### config.mk
export PLATFORM = sky130hd
export DESIGN_NAME = ovl_fire_scheduler_flat
export DESIGN_NICKNAME = d
export VERILOG_FILES = /design/src/rtl/ovl_fire_scheduler_if.sv /design/src/rtl/ovl_fire_scheduler.sv /design/src/flat_wrapper.sv
export SDC_FILE = /design/constraint.sdc
export NUM_CORES = 1
export LEC_CHECK = 0
export BUFFER_PORTS_ARGS = -buffer_cell sky130_fd_sc_hd__buf_2
export CAP_MARGIN = 20
export CORE_ASPECT_RATIO = 1.25
export CORE_MARGIN = 10
export CORE_UTILIZATION = 50
export DETAILED_ROUTE_END_ITERATION = 8
export GPL_TIMING_DRIVEN = 0
export HOLD_SLACK_MARGIN = 0.15
export PLACE_DENSITY = 0.78
export SETUP_SLACK_MARGIN = 0.15
export SLEW_MARGIN = 10
export SYNTH_ARGS = -nofsm -noshare
export SYNTH_HDL_FRONTEND = slang
export SYNTH_SLANG_ARGS = --single-unit
### constraint.sdc
create_clock -name clk -period 7.8 [get_ports clk]
set_clock_uncertainty 0.05 [all_clocks]
set_input_delay 0.39 -clock clk [delete_from_list [all_inputs] [get_ports clk]]
set_output_delay 0.39 -clock clk [all_outputs]
set_load 0.02 [all_outputs]
### src/rtl/ovl_fire_scheduler_if.sv
// ovl_fire_scheduler_if: report-record valid/ready channel from the fire scheduler to the logging sink
//   rpt_valid/rpt_id/rpt_xz/rpt_lost driven by master, rpt_ready driven by slave
interface ovl_fire_scheduler_if #(parameter int ID_WIDTH = 3);
  logic                rpt_valid;
  logic                rpt_ready;
  logic [ID_WIDTH-1:0] rpt_id;
  logic                rpt_xz;
  logic                rpt_lost;
  modport master (output rpt_valid, rpt_id, rpt_xz, rpt_lost, input rpt_ready);
  modport slave  (input rpt_valid, rpt_id, rpt_xz, rpt_lost, output rpt_ready);
endinterface

### src/rtl/ovl_fire_scheduler.sv
// ovl_fire_scheduler: latches OVL checker fires as pending events and serialises them round-robin as report records
//   clk, reset       rising-edge clock, synchronous active-high reset
//   enable           0 ignores all fire inputs (pending events still drain)
//   ignore_mask      per-checker fire suppression
//   fire, fire_xz    per-checker fire pulse and its X/Z qualifier
//   rpt              report record channel (master side)
//   pending          per-checker pending status
//   fire_count       saturating count of accepted fires
module ovl_fire_scheduler #(
  parameter int NUM_CHECKERS = 8,
  parameter int ID_WIDTH     = 3,
  parameter int CNT_WIDTH    = 16
) (
  input  logic                    clk,
  input  logic                    reset,
  input  logic                    enable,
  input  logic [NUM_CHECKERS-1:0] ignore_mask,
  input  logic [NUM_CHECKERS-1:0] fire,
  input  logic [NUM_CHECKERS-1:0] fire_xz,
  ovl_fire_scheduler_if.master    rpt,
  output logic [NUM_CHECKERS-1:0] pending,
  output logic [CNT_WIDTH-1:0]    fire_count
);
  localparam int N = NUM_CHECKERS;
  localparam logic [ID_WIDTH:0] NW = (ID_WIDTH+1)'(N);
  typedef enum logic {IDLE, PRESENT} state_t;
  state_t state, state_n;
  logic [N-1:0] acc, xz, lost, keep, clr, rot;
  logic [ID_WIDTH-1:0] ptr, off, win, id_q;
  logic [ID_WIDTH:0] wsum, nsum;
  logic [CNT_WIDTH:0] pop, sum;
  logic load, xz_q, lost_q;
  assign rpt.rpt_valid = (state == PRESENT);
  assign rpt.rpt_id    = id_q;
  assign rpt.rpt_xz    = xz_q;
  assign rpt.rpt_lost  = lost_q;
  // Winner search: rotate pending so the pointer sits at bit 0, take the lowest set
  // bit as an offset, then add the pointer back modulo N.
  always_comb begin
    acc = {N{enable}} & ~ignore_mask & fire;
    rot = N'({pending, pending} >> ptr);
    off = '0;
    for (int k = N-1; k >= 0; k--) off = rot[k] ? ID_WIDTH'(k) : off;
    wsum = {1'b0, ptr} + {1'b0, off};
    win = (wsum >= NW) ? ID_WIDTH'(wsum - NW) : wsum[ID_WIDTH-1:0];
    nsum = {1'b0, win} + (ID_WIDTH+1)'(1);
    load = |pending & ((state == IDLE) | rpt.rpt_ready);
    state_n = load ? PRESENT : (rpt.rpt_ready ? IDLE : state);
    clr = load ? (N'(1) << win) : '0;
    keep = pending & ~clr;
    pop = '0;
    for (int i = 0; i < N; i++) pop = pop + (CNT_WIDTH+1)'(acc[i]);
    sum = {1'b0, fire_count} + pop;
  end
  always_ff @(posedge clk) begin
    if (reset) state <= IDLE;
    else state <= state_n;
  end
  // A fire landing on a checker being granted this edge starts a fresh event,
  // since keep already excludes the granted bit.
  always_ff @(posedge clk) begin
    if (reset) begin
      pending    <= '0;
      xz         <= '0;
      lost       <= '0;
      ptr        <= '0;
      id_q       <= '0;
      xz_q       <= 1'b0;
      lost_q     <= 1'b0;
      fire_count <= '0;
    end else begin
      pending    <= keep | acc;
      xz         <= (keep & xz) | (acc & fire_xz);
      lost       <= keep & (lost | acc);
      fire_count <= sum[CNT_WIDTH] ? '1 : sum[CNT_WIDTH-1:0];
      if (load) begin
        id_q   <= win;
        xz_q   <= xz[win];
        lost_q <= lost[win];
        ptr    <= (nsum == NW) ? '0 : nsum[ID_WIDTH-1:0];
      end
    end
  end
endmodule

### src/flat_wrapper.sv
// flat-port wrapper written by rule: the top's interface ports become plain ports
module ovl_fire_scheduler_flat 
#(
  parameter int NUM_CHECKERS = 8,
  parameter int ID_WIDTH     = 3,
  parameter int CNT_WIDTH    = 16
)
  (clk, reset, enable, ignore_mask, fire, fire_xz, pending, fire_count, rpt_rpt_valid, rpt_rpt_id, rpt_rpt_xz, rpt_rpt_lost, rpt_rpt_ready);
  ovl_fire_scheduler_if #(.ID_WIDTH(ID_WIDTH)) rpt_i ();
  input  logic clk;
  input  logic reset;
  input  logic enable;
  input  logic [NUM_CHECKERS-1:0] ignore_mask;
  input  logic [NUM_CHECKERS-1:0] fire;
  input  logic [NUM_CHECKERS-1:0] fire_xz;
  output logic [NUM_CHECKERS-1:0] pending;
  output logic [CNT_WIDTH-1:0] fire_count;
  output wire logic [$bits(rpt_i.rpt_valid)-1:0] rpt_rpt_valid;
  output wire logic [$bits(rpt_i.rpt_id)-1:0] rpt_rpt_id;
  output wire logic [$bits(rpt_i.rpt_xz)-1:0] rpt_rpt_xz;
  output wire logic [$bits(rpt_i.rpt_lost)-1:0] rpt_rpt_lost;
  input wire logic [$bits(rpt_i.rpt_ready)-1:0] rpt_rpt_ready;
  assign rpt_rpt_valid = rpt_i.rpt_valid;
  assign rpt_rpt_id = rpt_i.rpt_id;
  assign rpt_rpt_xz = rpt_i.rpt_xz;
  assign rpt_rpt_lost = rpt_i.rpt_lost;
  assign rpt_i.rpt_ready = rpt_rpt_ready;
  ovl_fire_scheduler #(.NUM_CHECKERS(NUM_CHECKERS), .ID_WIDTH(ID_WIDTH), .CNT_WIDTH(CNT_WIDTH)) u_core (.clk(clk), .reset(reset), .enable(enable), .ignore_mask(ignore_mask), .fire(fire), .fire_xz(fire_xz), .rpt(rpt_i), .pending(pending), .fire_count(fire_count));
endmodule
### Word level (Yosys, flattened, before mapping)

Index checks and enable logic that the tools add are counted.

* memory bits (read-only): 0
* input port bits: 28
* output and inout port bits: 30
* logic and storage cells: 59
* memories kept: 0
* register bits: 49
* RAM bits: 0
* bits in latches: 0

* div/mod/pow operators: 0
* bitwise gates (word level): 14
* shifts and indexed selects: 2
* multiply operators: 0
* order comparisons: 2
* reductions and logical operators: 2
* mux-type cells: 18
* eq/ne operators: 1
* add/subtract/negate cells: 11

Operators with widths (number)
* 17-bit by 1-bit adder with 17-bit output: 6
* 8-bit bitwise AND: 6
* 3-bit 2-to-1 mux: 10
* 8-bit OR: 3
* 16-bit by 17-bit adder with 17-bit output: 1
* 16-bit 2-to-1 mux: 1
* 8-bit inverter: 2
* 16-bit by 3-bit >> shifter with 8-bit output: 1
* 8-bit 2-to-1 mux: 1
* 8-bit OR reduction: 1
* 1-bit by 3-bit left shift with 8-bit output (first input constant): 1
* 1-bit binary-select mux with 3-bit select: 2
* 3-bit by 1-bit adder with 4-bit output (second input constant): 1
* 3-bit by 3-bit adder with 4-bit output: 1
* 4-bit == test (second input constant): 1
* 4-bit greater-or-equal comparator (second input constant): 1
* 3-bit by 4-bit < comparator with 1-bit output (second input constant): 1
* 1-bit 2-to-1 mux: 4
* 3-bit by 1-bit subtractor with 3-bit output (second input constant): 1
* 1-bit by 1-bit adder with 2-bit output: 1
* 2-bit nonzero test: 1
* 1-bit bitwise AND: 1
* 1-bit inverter: 1
* 1-bit OR: 1

### Logic depth before layout (Yosys ltp)

Gate-level depths: netlist of run 1.

* word-level depth: 18
* depth in mapped cells: 18
* mapped depth without buffers: 16

### Worst setup path after synthesis of run 1

Ideal clock, no wire load.

* kind: input-to-reg
* start: input ignore_mask[1]
* end: register u_core.fire_count[9]
* path buffers: 2
* data required time: 7613 ps
* stages: 16
* library setup time: 137 ps
* arrival: 4094 ps
* slack: 3519 ps
* cell sequence: and3b_1 > clkbuf_1 > ha_1 > inv_1 > fa_1 > fa_1 > fa_1 > inv_1 > ha_1 > fa_1 > a21oi_1 > o21bai_1 > a21oi_1 > or3_1 > clkbuf_1 > a31oi_1

* word-level cells in the longest chain between the ends: 12

Ends and longest elaborated chain
* start, declared: line flat_wrapper.sv:13 `input logic [NUM_CHECKERS-1:0] ignore_mask;`
* 8-bit inverter: line ovl_fire_scheduler.sv:40 `acc = {N{enable}} & ~ignore_mask & fire;`
* 8-bit bitwise AND (2 in series): line ovl_fire_scheduler.sv:40
* 1-bit by 1-bit adder with 2-bit output: line ovl_fire_scheduler.sv:52 `for (int i = 0; i < N; i++) pop = pop + (CNT_WIDTH+1)'(acc[i]);`
* 17-bit by 1-bit adder with 17-bit output (6 in series): line ovl_fire_scheduler.sv:52
* 16-bit by 17-bit adder with 17-bit output: line ovl_fire_scheduler.sv:53 `sum = {1'b0, fire_count} + pop;`
* 16-bit 2-to-1 mux: line ovl_fire_scheduler.sv:75 `fire_count <= sum[CNT_WIDTH] ? '1 : sum[CNT_WIDTH-1:0];`
* end signal, assigned: line ovl_fire_scheduler.sv:75
* end, declared: line ovl_fire_scheduler.sv:22 `output logic [CNT_WIDTH-1:0] fire_count`

No other way between the ends.
A chain may end at the register's enable or synchronous reset.

### Worst setup path in the final report of run 1

* start: register u_core.ptr[0]
* end: register u_core.xz_q (netlist: u_core.rpt.rpt_xz)

* word-level cells in the longest chain between the ends: 14
* elaborated cells between the ends (all ways): 15
* those cells by class: 2 x add/sub; 1 x order compare; 1 x shift; 11 x mux

Ends and longest elaborated chain
* start, declared: line ovl_fire_scheduler.sv:29 `logic [ID_WIDTH-1:0] ptr, off, win, id_q;`
* start signal, assigned: line ovl_fire_scheduler.sv:80 `ptr <= (nsum == NW) ? '0 : nsum[ID_WIDTH-1:0];`
* 16-bit by 3-bit >> shifter with 8-bit output: line ovl_fire_scheduler.sv:41 `rot = N'({pending, pending} >> ptr);`
* 3-bit 2-to-1 mux (8 in series): line ovl_fire_scheduler.sv:43 `for (int k = N-1; k >= 0; k--) off = rot[k] ? ID_WIDTH'(k) : off;`
* 3-bit by 3-bit adder with 4-bit output (*): line ovl_fire_scheduler.sv:44 `wsum = {1'b0, ptr} + {1'b0, off};`
* 4-bit greater-or-equal comparator / 3-bit by 1-bit subtractor with 3-bit output (equally long branches): line ovl_fire_scheduler.sv:45 `win = (wsum >= NW) ? ID_WIDTH'(wsum - NW) : wsum[ID_WIDTH-1:0];`
* 3-bit 2-to-1 mux (*): line ovl_fire_scheduler.sv:45
* 1-bit binary-select mux with 3-bit select (*): line ovl_fire_scheduler.sv:78 `xz_q <= xz[win];`
* 1-bit 2-to-1 mux (not written as such) (*): line ovl_fire_scheduler.sv:78
* end signal, assigned: line ovl_fire_scheduler.sv:78
* end, declared: line ovl_fire_scheduler.sv:32 `logic load, xz_q, lost_q;`

Every way passes the cells marked *; elsewhere a longest branch is shown, timed or not. The select of a mux whose other input is x is not followed.

==> reports/qor.csv, run 1 <==
metric;value;unit
drt first pass iters;5;
DRT iter0 DRCs;350;
Hold WC Path Type;primary input to flip-flop;
Area growth, synth to finish;15.68;%
wire length on met2;4.509;mm
final core utilization;60.44;%
ant diodes;0;
Top FF cell, synth;dfxtp_1;
fin nets;480;
first-pass GRT wire length;14.56;mm
number of global-route vias before repair;3079;
Synth top area share;30.06;%
Final period util;60.93;%
initial core utilization;52.24;%
area occupied by multi-input gates;2079;µm²
asr flop ratio synth;0;%
M1 wire length;3.542;mm
Congestion Overflow GR;0;
CTS clk-pin slew, worst paths;90;ps
CTS tree;built;
post-synthesis instance total;369;
share of layout cells above drive strength 1;20.97;%
DR top layer;met4;
max_slew headroom;48.01;%
cell chosen for the clock root;clkbuf_8;
routed wl met3;573;µm
GPL Wtd Cong;0.9312;
total wire length;8.925;mm
sequential-to-total area share from yosys stat;30.06;%
via count;3112;
Die X;92.26;µm
Yosys cell types;45;
Synth area leaders;dfxtp_1 (30%), mux4_2 (9.0%), ha_1 (5.4%);
vias per inst;5.996;
Post-synth EDFFs;0;
largest net degree at the start of global routing;16;
setup TNS;0;ps
syn_nets;416;
Final Max Slew Viols;0;
CTS sink cnt;49;
port bufs;57;
CP max FO;10;
crit path kind;flip-flop to flip-flop;
antenna-violating nets left;0;
Hold Fails Final Rpt;0;
Core Footprint;6246;µm²
I/O pin total;58;
CP Data Arrival Time;4900;ps
actual slew at the worst max-slew pin;774.2;ps
initial antenna violation count;0;
outcome;finished, final reports clean;
RSZ-0062 raised after global routing;no;
PwrDens;329.5;nW/µm²
overall routing resource usage;17.35;%
Peak Freq;210.4;MHz
DP Area;3655;µm²
sequential cell area;980.9;µm²
leading area contributor after synthesis;dfxtp_1;
Core Rows;32;
fin area;3775;µm²
Yosys warning count;0;
crit path launch type;flip-flop;
CP endpoint kind;flip-flop;
Inserted Clock Buffers;5;
DP Wirelength;6.901;mm
Max Cap Viol;0;
Post-CTS Setup Bufs;0;
Avg Cell Area, Syn;8.843;µm²
cell area after synthesis;3263;µm²
clk_lat worst skew;310;ps
htree depth;2;
Post-CTS Hold Buffers;0;
Die Area;10180;µm²
post-cts repair resize count;0;
Yosys reg bits;49;
CP required;7950;ps
P_leak;1.671;nW
CTS max path bufs;2;
WL/cell;17.20;µm
min cycle time layout;4753;ps
# setup viols final;0;
VDD IR-drop max;0.1921;mV
chip height;110.3;µm
drt drc;0;
Fill cells;553;
[power by group]
part	leakage [nW]	internal, W	switching, W
combinational	1.22	0.000290	0.000456
sequential	0.399	0.000281	0.0000239
clock	0.0574	0.000104	0.0000882
[cell type report]
cell class,instances,share of cell area (%)
Sequential cell,49,25.99
Clock inverter,2,0.9944
Clock buffer,6,2.188
Inverter,19,1.956
Tap cell,85,2.817
Buffer,28,3.414
Timing Repair Buffer,57,7.557
Multi-Input combinational cell,273,55.09
[worst paths after layout]
check                        from                   end  slack [ps]  depth (start not counted)
max reg2reg         u_core.ptr[0]     u_core.rpt.rpt_xz        3050                         16
min                    fire_xz[3]          u_core.xz[3]         270                          3
max                 u_core.ptr[0]     u_core.rpt.rpt_xz        3050                         16
min reg2reg  u_core.rpt.rpt_id[0]  u_core.rpt.rpt_id[0]         410                          2
[worst max-delay path: stages, from the launching register on]
cell and delay [ps]:
dfxtp_1 350, clkbuf_1 290, buf_2 350, mux4_2 560
nor2b_1 160, o21bai_1 90, a32oi_1 240, nor2_1 70
o31ai_1 260, ha_1 200, inv_1 50, fa_1 480
clkbuf_1 470, mux4_2 640, nor3_1 160, mux2i_1 100
o2111a_1 140
[metal layers]
layer  track usage, %  vias to the layer above
met5                0                        -
met4            7.174                        0
met3            3.451                       30
met2            31.62                      142
met1            19.39                     1461
li1                 -                     1479
[synth_stat cells, types with 2 or more instances]
cell type   n
a21o_1      2
mux4_2     13
nor2_1     26
buf_6       3
nand2_1    17
ha_1       14
nand2b_1    3
xnor2_1     9
a21oi_1    28
o2111a_1    2
and2_1      2
clkbuf_1   23
a311oi_1    2
o31ai_1     2
nor4_1     10
or4_1       2
inv_1      18
and3_1     10
o21ai_0    14
mux2i_1     5
nor2b_1     9
fa_1        5
nor3_1     32
nand3_1     6
o21bai_1    3
a32oi_1     8
dfxtp_1    49
o211a_1     7
and3b_1     7
nor3b_1    10
or3_1       3
and4_1      3
a31oi_1     4
a21bo_2     7
[logic make-up after synthesis]
kind of cell,share of synthesized area [%]
XOR/XNOR,3.528
buffers and inverters,6.211
adder cells (fa/ha/maj),8.436
flip-flops,30.06
AND/OR/NAND/NOR,23.31
AO/OA/AOI/OAI,17.95
multiplexers,10.51
[state kept, by name, indices dropped and copies added, names as in the netlist]
name	cells
u_core.fire_count	16
u_core.lost	8
u_core.pending	8
u_core.xz	8
u_core.ptr	3
u_core.rpt.rpt_id	3
u_core.rpt.rpt_lost	1
u_core.rpt.rpt_valid	1
u_core.rpt.rpt_xz	1
[placed cells by master, fill, tap and decap left out, types with 3 or more instances in the layout]
cell type / Yosys / layout
a21bo_2: 7 / 7
ha_1: 14 / 14
a32oi_1: 8 / 8
xnor2_1: 9 / 9
clkbuf_1: 23 / 23
a21oi_1: 28 / 28
fa_1: 5 / 5
a31oi_1: 4 / 4
nor3b_1: 10 / 10
nor3_1: 32 / 32
o21bai_1: 3 / 3
o21ai_0: 14 / 14
clkbuf_8: 0 / 6
dfxtp_1: 49 / 49
and3b_1: 7 / 7
o211a_1: 7 / 7
and3_1: 10 / 10
nor4_1: 10 / 10
nand2_1: 17 / 17
nand2b_1: 3 / 3
mux4_2: 13 / 13
nand3_1: 6 / 6
buf_6: 3 / 3
or3_1: 3 / 3
nor2b_1: 9 / 9
and4_1: 3 / 3
mux2i_1: 5 / 5
inv_1: 18 / 18
buf_2: 1 / 58
nor2_1: 26 / 26
[through the flow]
step                      total power, W  setup slack, ps  std cells  hold slack (ps)
final                           0.001244             3047        519            271.5
after global routing            0.001335             2699        519            265.7
after CTS                       0.001243             3036        519            271.9
after detailed placement        0.001048             2839        511            397.5
after global placement          0.001034             2836        511            396.7
after floorplan                0.0008754             3519        369            391.0
No activity file was read; power rests on OpenSTA's default activity.
==> run 2, diff against run 1 <==
PLACE_DENSITY = 0.8   (was 0.78)
clock period = 4 ns   (was 7.8 ns; I/O delays follow)
==> reports/qor.csv, run 2 (synthesized netlist as in run 1, its figures left out) <==
metric;value;unit;change
vias per inst;6.193;;was 5.996
CP Data Arrival Time;4050;ps;was 4900 ps
Final Max Slew Viols;0;;unchanged
CTS clk-pin slew, worst paths;100;ps;was 90 ps
actual slew at the worst max-slew pin;718.0;ps;was 774.2 ps
CTS sink cnt;49;;unchanged
fin nets;506;;was 480
Core Footprint;6246;µm²;unchanged
Hold WC Path Type;primary input to flip-flop;;unchanged
Congestion Overflow GR;0;;unchanged
CP endpoint kind;flip-flop;;unchanged
CTS max path bufs;2;;unchanged
VDD IR-drop max;0.4117;mV;was 0.1921 mV
final core utilization;69.09;%;was 60.44%
CP max FO;10;;unchanged
drt first pass iters;5;;unchanged
min cycle time layout;3887;ps;was 4753 ps
Inserted Clock Buffers;5;;unchanged
GPL Wtd Cong;0.8797;;was 0.9312
Core Rows;32;;unchanged
chip height;110.3;µm;unchanged
ant diodes;0;;unchanged
total wire length;10.36;mm;was 8.925 mm
initial core utilization;52.24;%;unchanged
Hold Fails Final Rpt;0;;unchanged
PwrDens;665.2;nW/µm²;was 329.5 nW/µm²
setup ws final;112.8;ps;was 3047 ps
DRT iter0 DRCs;344;;was 350
CP required;4170;ps;was 7950 ps
largest net degree at the start of global routing;16;;unchanged
I/O pin total;58;;unchanged
port bufs;57;;unchanged
RSZ-0062 raised after global routing;yes;;was no
Die Area;10180;µm²;unchanged
crit path launch type;flip-flop;;unchanged
Max Cap Viol;0;;unchanged
number of global-route vias before repair;3380;;was 3079
crit path kind;flip-flop to flip-flop;;unchanged
via count;3375;;was 3112
Final period util;97.18;%;was 60.93%
FF-to-FF path depth;15;;was 16
max reg flops;16;;unchanged
final hold slack;189.4;ps;was 271.5 ps
Place WS;-321.0;ps;was 2839 ps
initial antenna violation count;0;;unchanged
outcome;finished, final reports clean;;unchanged
WL/cell;19.01;µm;was 17.20 µm
DP Wirelength;7.006;mm;was 6.901 mm
share of layout cells above drive strength 1;36.96;%;was 20.97%
P_leak;1.931;nW;was 1.671 nW
commonest non-fill, non-tap cell in the layout;buf_2;;unchanged
CTS tree;built;;unchanged
Peak Freq;257.3;MHz;was 210.4 MHz
htree depth;2;;unchanged
Die X;92.26;µm;unchanged
Reg with most FFs;u_core.fire_count;;unchanged
antenna-violating nets left;0;;unchanged
commonest cells after routing, fill and taps aside;buf_2 (58), dfxtp_1 (47), nor3_1 (27);;was buf_2 (58), dfxtp_1 (49), nor3_1 (32)
hold path cells;3;;unchanged
# setup viols final;0;;unchanged
overall routing resource usage;18.71;%;was 17.35%
PnR Total Power;0.002871;W;was 0.001244 W
drt drc;0;;unchanged
setup TNS;0;ps;unchanged
first-pass GRT wire length;15.76;mm;was 14.56 mm
cell chosen for the clock root;clkbuf_8;;unchanged
clk_lat worst skew;310;ps;about the same
Area growth, synth to finish;32.25;%;was 15.68%
max_slew headroom;52.13;%;was 48.01%
==> run 2: per-stage QoR <==
step                      area [µm²]  cells
after floorplan                 3301    369
after global placement          3692    511
after detailed placement        3692    511
after CTS                       4085    537
after global routing            4315    545
final                           4315    545
==> run 2: worst paths after layout <==
check	from	slack (ps)	endpoint
max	u_core.pending[3]	110	u_core.rpt.rpt_lost
min	fire_xz[4]	190	u_core.xz[4]
max reg2reg	u_core.pending[3]	110	u_core.rpt.rpt_lost
min reg2reg	u_core.rpt.rpt_id[0]	420	u_core.rpt.rpt_id[0]
==> run 2: cell type report <==
type                       instances  area [µm²]
timing repair buffer              83       520.5
clock inverter                     2       37.54
fill                             473        1931
buffer                            28       220.2
tap                               85       106.4
inverter                          19       76.32
sequential                        49       985.9
clock buffer                       6       82.58
multi-input combinational        273        2286
==> run 2: routing by layer <==
metal / up-vias / share of wire (%) / wire length, µm / track usage [%]
met2: 185 / 53 / 5460 / 34.24
met1: 1622 / 36 / 3766 / 19.91
met4: 0 / 3.6 / 372 / 9.492
met5: - / 0 / 0 / 0
li1: 1536 / - / - / -
met3: 32 / 7.4 / 762 / 4.127
==> run 2: critical path, cell delays in order (launching register included) <==
cell      delay [ps]
dfxtp_1          360
clkbuf_2         230
mux4_2           520
nor2b_2          140
o21bai_1          80
a32oi_1          230
nor2_1            90
o31ai_2          200
ha_2             220
inv_2             40
fa_2             540
buf_8            140
mux4_2           570
nor3_2           140
mux2i_1          110
o2111a_1         140
==> run 2: repair_timing <==
action,in CTS,in global routing
hold endpoints to repair,2,0
cloned,0,1
buffers inserted,16,7
endpoints found under the setup margin,39,39
hold buffers,2,0
pin swaps,18,26
resized for setup,36,44
==> run 2: power by group <==
| group | total, W | switching (W) | internal [W] |
|---|---|---|---|
| logic | 0.00189 | 0.00104 | 0.000849 |
| clock network | 0.000382 | 0.000178 | 0.000204 |
| registers | 0.000600 | 0.0000494 | 0.000551 |
| total | 0.00287 | 0.00127 | 0.00160 |
